[src/rtl/alu_seq_param.sv]
// Registered ALU with valid/ready handshake: single-cycle logic/arith/shift ops
// plus iterative unsigned shift-add multiply and restoring divide.
module alu_seq_param #(
  parameter int WIDTH = 32
) (
  input  logic             clk,
  input  logic             rst_n,
  input  logic             in_valid,
  output logic             in_ready,
  input  logic [WIDTH-1:0] A,
  input  logic [WIDTH-1:0] B,
  input  logic [2:0]       ALUOp,
  output logic             out_valid,
  input  logic             out_ready,
  output logic [WIDTH-1:0] C,
  output logic [WIDTH-1:0] H,
  output logic             zero,
  output logic             ovf,
  output logic             busy
);

  localparam int SHW = $clog2(WIDTH);

  localparam logic [2:0] OP_ADD = 3'b000;
  localparam logic [2:0] OP_SUB = 3'b001;
  localparam logic [2:0] OP_AND = 3'b010;
  localparam logic [2:0] OP_OR  = 3'b011;
  localparam logic [2:0] OP_SRL = 3'b100;
  localparam logic [2:0] OP_SRA = 3'b101;

  // EXEC is the single cycle between operand latch (or last iteration) and result write
  typedef enum logic [1:0] {
    S_IDLE,
    S_EXEC,
    S_BUSY,
    S_DONE
  } state_t;

  state_t           r_state;
  logic [WIDTH-1:0] r_a;
  logic [WIDTH-1:0] r_b;
  logic [2:0]       r_op;
  logic [WIDTH-1:0] r_hi;
  logic [WIDTH-1:0] r_lo;
  logic [SHW:0]     r_cnt;
  logic [WIDTH-1:0] r_c;
  logic [WIDTH-1:0] r_h;
  logic             r_zero;
  logic             r_ovf;
  logic             r_outValid;
  logic             r_busy;

  logic [SHW-1:0]   w_shamt;
  logic [WIDTH-1:0] w_add;
  logic [WIDTH-1:0] w_sub;
  logic [WIDTH-1:0] w_sra;
  logic [WIDTH:0]   w_mulSum;
  logic [WIDTH:0]   w_divRem;
  logic [WIDTH-1:0] w_divDiff;
  logic             w_divGe;
  logic [WIDTH-1:0] w_resC;
  logic [WIDTH-1:0] w_resH;
  logic             w_resOvf;

  assign w_shamt   = r_b[SHW-1:0];
  assign w_add     = r_a + r_b;
  assign w_sub     = r_a - r_b;
  assign w_sra     = WIDTH'($signed(r_a) >>> w_shamt);
  assign w_mulSum  = {1'b0, r_hi} + (r_lo[0] ? {1'b0, r_a} : {(WIDTH+1){1'b0}});
  // Partial remainder is below the divisor, so a successful subtract fits in WIDTH bits
  assign w_divRem  = {r_hi, r_lo[WIDTH-1]};
  assign w_divGe   = (w_divRem >= {1'b0, r_b});
  assign w_divDiff = w_divRem[WIDTH-1:0] - r_b;

  always_comb begin
    w_resC   = '0;
    w_resH   = '0;
    w_resOvf = 1'b0;
    case (r_op)
      OP_ADD: begin
        w_resC   = w_add;
        w_resOvf = (r_a[WIDTH-1] == r_b[WIDTH-1]) && (w_add[WIDTH-1] != r_a[WIDTH-1]);
      end
      OP_SUB: begin
        w_resC   = w_sub;
        w_resOvf = (r_a[WIDTH-1] != r_b[WIDTH-1]) && (w_sub[WIDTH-1] != r_a[WIDTH-1]);
      end
      OP_AND: w_resC = r_a & r_b;
      OP_OR:  w_resC = r_a | r_b;
      OP_SRL: w_resC = r_a >> w_shamt;
      OP_SRA: w_resC = w_sra;
      default: begin
        w_resC = r_lo;
        w_resH = r_hi;
      end
    endcase
  end

  always_ff @(posedge clk or negedge rst_n) begin
    if (!rst_n) begin
      r_state    <= S_IDLE;
      r_a        <= '0;
      r_b        <= '0;
      r_op       <= '0;
      r_hi       <= '0;
      r_lo       <= '0;
      r_cnt      <= '0;
      r_c        <= '0;
      r_h        <= '0;
      r_zero     <= 1'b0;
      r_ovf      <= 1'b0;
      r_outValid <= 1'b0;
      r_busy     <= 1'b0;
    end else begin
      case (r_state)
        S_IDLE: begin
          if (in_valid) begin
            r_a   <= A;
            r_b   <= B;
            r_op  <= ALUOp;
            r_cnt <= '0;
            if (ALUOp[2:1] == 2'b11) begin
              r_hi    <= '0;
              r_lo    <= ALUOp[0] ? A : B;
              r_busy  <= 1'b1;
              r_state <= S_BUSY;
            end else begin
              r_state <= S_EXEC;
            end
          end
        end
        S_BUSY: begin
          if (!r_op[0]) begin
            r_hi <= w_mulSum[WIDTH:1];
            r_lo <= {w_mulSum[0], r_lo[WIDTH-1:1]};
          end else if (w_divGe) begin
            r_hi <= w_divDiff;
            r_lo <= {r_lo[WIDTH-2:0], 1'b1};
          end else begin
            r_hi <= w_divRem[WIDTH-1:0];
            r_lo <= {r_lo[WIDTH-2:0], 1'b0};
          end
          r_cnt <= r_cnt + 1'b1;
          if (r_cnt == (SHW+1)'(WIDTH-1)) begin
            r_busy  <= 1'b0;
            r_state <= S_EXEC;
          end
        end
        S_EXEC: begin
          r_c        <= w_resC;
          r_h        <= w_resH;
          r_zero     <= (w_resC == '0);
          r_ovf      <= w_resOvf;
          r_outValid <= 1'b1;
          r_state    <= S_DONE;
        end
        S_DONE: begin
          if (out_ready) begin
            r_outValid <= 1'b0;
            r_state    <= S_IDLE;
          end
        end
        default: r_state <= S_IDLE;
      endcase
    end
  end

  assign in_ready  = (r_state == S_IDLE);
  assign out_valid = r_outValid;
  assign C         = r_c;
  assign H         = r_h;
  assign zero      = r_zero;
  assign ovf       = r_ovf;
  assign busy      = r_busy;

endmodule
[config.mk]
export PLATFORM = sky130hd
export DESIGN_NAME = alu_seq_param
export DESIGN_NICKNAME = d
export VERILOG_FILES = /design/src/rtl/alu_seq_param.sv
export SDC_FILE = /design/constraint.sdc
export NUM_CORES = 1
export LEC_CHECK = 0
export CAP_MARGIN = 20
export CORE_MARGIN = 2
export CORE_UTILIZATION = 45
export DETAILED_ROUTE_END_ITERATION = 7
export HOLD_SLACK_MARGIN = 0.06
export PLACE_DENSITY_LB_ADDON = 0.12
export SETUP_SLACK_MARGIN = 0.3
export SLEW_MARGIN = 20
export SYNTH_ARGS = -nofsm -noshare
export SYNTH_HDL_FRONTEND = slang
export SYNTH_SLANG_ARGS = --single-unit
[constraint.sdc]
create_clock -name clk -period 9.5 [get_ports clk]
set_input_delay 0.95 -clock clk [delete_from_list [all_inputs] [get_ports clk]]
set_output_delay 0.95 -clock clk [all_outputs]
set_load 0.005 [all_outputs]
==> impl_metrics.env <==
export IMPL_design_core_area_um2=44320
export IMPL_drc=0
export IMPL_synth_area_top_cells="sky130_fd_sc_hd__dfrtp_1 26%, sky130_fd_sc_hd__ha_1 11%, sky130_fd_sc_hd__mux2_2 6.9%, sky130_fd_sc_hd__a21oi_1 5.0%, sky130_fd_sc_hd__o21ai_0 4.2%"
export IMPL_seqCellArea_um2=5185
export IMPL_rsz_0062_raised_after_global_routing="false"
export IMPL_buffer_ports_inserted=139
export IMPL_critPathKind="flip-flop to flip-flop"
export IMPL_route_vias_total=19881
export IMPL_final_common_cell="sky130_fd_sc_hd__nand2_1"
export IMPL_drv_max_cap_violation_count=0
export IMPL_first_global_vias=19055
export IMPL_final_min_period_over_clock_period_pct=57.91
export IMPL_timing_critical_path_to_type="flip-flop"
export IMPL_synthArstFlopShare_pct=100.0
export IMPL_finalWeightedCongestion=1.074
export IMPL_synth_edff_count=0
export IMPL_post_dp_hpwl_um=60730
export IMPL_synth_area_per_cell_um2=8.327
export IMPL_viasPerCell=6.424
export IMPL_dieArea_um2=46770
export IMPL_tightestPinTransition_ns=1.040
export IMPL_finalSetupTns_ns=0
export IMPL_utilization_pct=52.03
export IMPL_worstPathMaxFanout=28
export IMPL_grt_first_pass_wirelength_um=122700
export IMPL_die_w_um=216.3
export IMPL_synth_ff_latch_count=207
export IMPL_clkSinkCount=207
export IMPL_tritoncts="yes"
export IMPL_drt_pass_1_iters=6
export IMPL_finalHoldViolations=0
export IMPL_multi_input_logic_area_um2=14090
export IMPL_groute_usage_overall_pct=34.38
export IMPL_post_drt_wl_per_cell_um=26.51
export IMPL_postRouteAntennaNets=0
export IMPL_most_common_layout_cells="217 x sky130_fd_sc_hd__nand2_1, 205 x sky130_fd_sc_hd__dfrtp_1, 202 x sky130_fd_sc_hd__a21oi_1"
export IMPL_critPathRequiredTime_ns=10.01
export IMPL_numCtsBuffers=27
export IMPL_clock_buffer_depth=3
export IMPL_grt_max_degree=101
export IMPL_skew_ns=0.01479
export IMPL_critical_path_startpoint_type="flip-flop"
export IMPL_mappedNetlistArea_um2=20280
export IMPL_setup_viol=0
export IMPL_clock_fmax_mhz=181.8
export IMPL_run_status="completed"
export IMPL_detail_route_wirelength_um=82060
export IMPL_post_synthesis_cell_type_with_the_largest_combined_area="sky130_fd_sc_hd__dfrtp_1"
export IMPL_worst_setup_hold_path_clk_slew_ns=0.06
export IMPL_synth_seq_area_share_pct=25.55
export IMPL_synthesis_instances=2435
export IMPL_synth_top_cell_area_share_pct=25.55
export IMPL_post_cts_repair_setup_buffers=0
export IMPL_slew_limit_headroom_pct=30.65
export IMPL_fill_cells=4244
export IMPL_globalRouteOverflowTotal=0
export IMPL_syn_num_nets=2683
export IMPL_clock_root_buffer="sky130_fd_sc_hd__clkbuf_16"
export IMPL_cts_resized=0
export IMPL_synth_top_flop_cell="sky130_fd_sc_hd__dfrtp_1"
export IMPL_clock_latency_ns=0.59
export IMPL_min_tclk_post_route_ns=5.502
export IMPL_layout_drive_gt1_share_pct=10.68
export IMPL_hold_worst_slack_ns=0.3393
export IMPL_worstHoldPathType="input pin to asynchronous set/reset pin"
export IMPL_core_rowCount=77
export IMPL_cts_htree_levels=1
export IMPL_number_of_max_slew_violations_in_the_final_report=0
export IMPL_pin_count=140
export IMPL_grt_antenna_before_repair=3
export IMPL_start_util_pct=45.75
export IMPL_fin_nets=2729
export IMPL_synth_cell_types=87
export IMPL_synthesis_yosys_warnings=0
export IMPL_drt_initial_drc_count=2393
export IMPL_cts_hold_repair_buffers=0
export IMPL_worst_ep_arrival_time_ns=6.01
export IMPL_die_height_um=216.3
export IMPL_area_delta_synth_final_pct=13.72
## path summary, 6_finish.rpt
check | startpoint | slack, ns | to | cells past startpoint
setup / recovery | r_b[3] | 4.00 | zero | 12
hold / removal | rst_n | 0.34 | H[4] | 1
setup reg to reg | r_b[3] | 4.00 | zero | 12
hold reg to reg | H[25] | 0.48 | H[25] | 1
max in group asynchronous | rst_n | 7.77 | busy | 2
min in group clk | H[25] | 0.48 | H[25] | 1
## registers in the layout (all words and copies together), names as in the netlist
register,flops
C,32
H,32
busy,1
out_valid,1
ovf,1
r_a,32
r_b,32
r_cnt,6
r_hi,32
r_lo,32
r_op,3
r_state,2
zero,1
## synthesized netlist by cell type, drive strengths merged (18+ instances only)
library cell	count
and2	38
nand2b	30
buf	37
a21o	55
xnor2	60
nand2	219
a31oi	26
ha	173
o2bb2ai	46
o211ai	27
mux4	19
inv	123
nor3	37
nor2b	28
dfrtp	207
mux2	130
nand3	38
clkbuf	113
a211oi	27
nand4	18
o22ai	23
mux2i	83
o21bai	25
o21ai	175
a21oi	203
o21a	20
xor2	24
o221ai	21
nor2	196
## final cells by class
class	count	area share [%]
multi-input combinational	1953	61.10
sequential	207	22.49
timing repair buffer	167	7.054
tap	592	3.212
clock buffer	32	3.185
inverter	125	2.035
clock inverter	17	0.9008
antenna	2	0.02170
## cell families after synthesis
family	synth area share [%]
flip-flops	25.55
adder cells (fa/ha/maj)	11.07
multiplexers	13.48
XOR/XNOR	3.628
buffers and inverters	5.221
AO/OA/AOI/OAI	25.15
AND/OR/NAND/NOR	15.90
## routing by layer
layer	track usage [%]	up-vias	part of all wire [%]
met4	10.14	0	3.2
met3	6.049	134	8.5
met5	0	-	0
met1	50.71	9849	46
li1	-	9001	-
met2	51.11	897	42
## stage by stage
| stage | instances | area [um2] | setup slack (ns) |
|---|---|---|---|
| 2_1_floorplan | 2435 | 20280 | 5.634 |
| 3_3_place_gp | 3044 | 22110 | 4.270 |
| 3_5_place_dp | 3044 | 22110 | 4.149 |
| 4_1_cts | 3093 | 23050 | 4.130 |
| 5_1_grt | 3093 | 23050 | 3.673 |
| 6_report | 3095 | 23060 | 3.998 |
## critical path, stage by stage (launching register included)
cell and delay, ns:
sky130_fd_sc_hd__dfrtp_1 0.88, sky130_fd_sc_hd__clkinv_1 0.91, sky130_fd_sc_hd__ha_1 0.68, sky130_fd_sc_hd__nor2b_1 0.18, sky130_fd_sc_hd__a211oi_1 0.43, sky130_fd_sc_hd__o311a_1 0.32, sky130_fd_sc_hd__o31a_1 0.38, sky130_fd_sc_hd__nand2_1 0.12
sky130_fd_sc_hd__a311oi_1 0.64, sky130_fd_sc_hd__nor4bb_1 0.36, sky130_fd_sc_hd__o2111a_1 0.26, sky130_fd_sc_hd__nand4_1 0.12, sky130_fd_sc_hd__o21ai_1 0.14
Power is left out: the tool's default activity adds up to more than one toggle a clock period on the data nets, which glitch-free logic cannot reach.
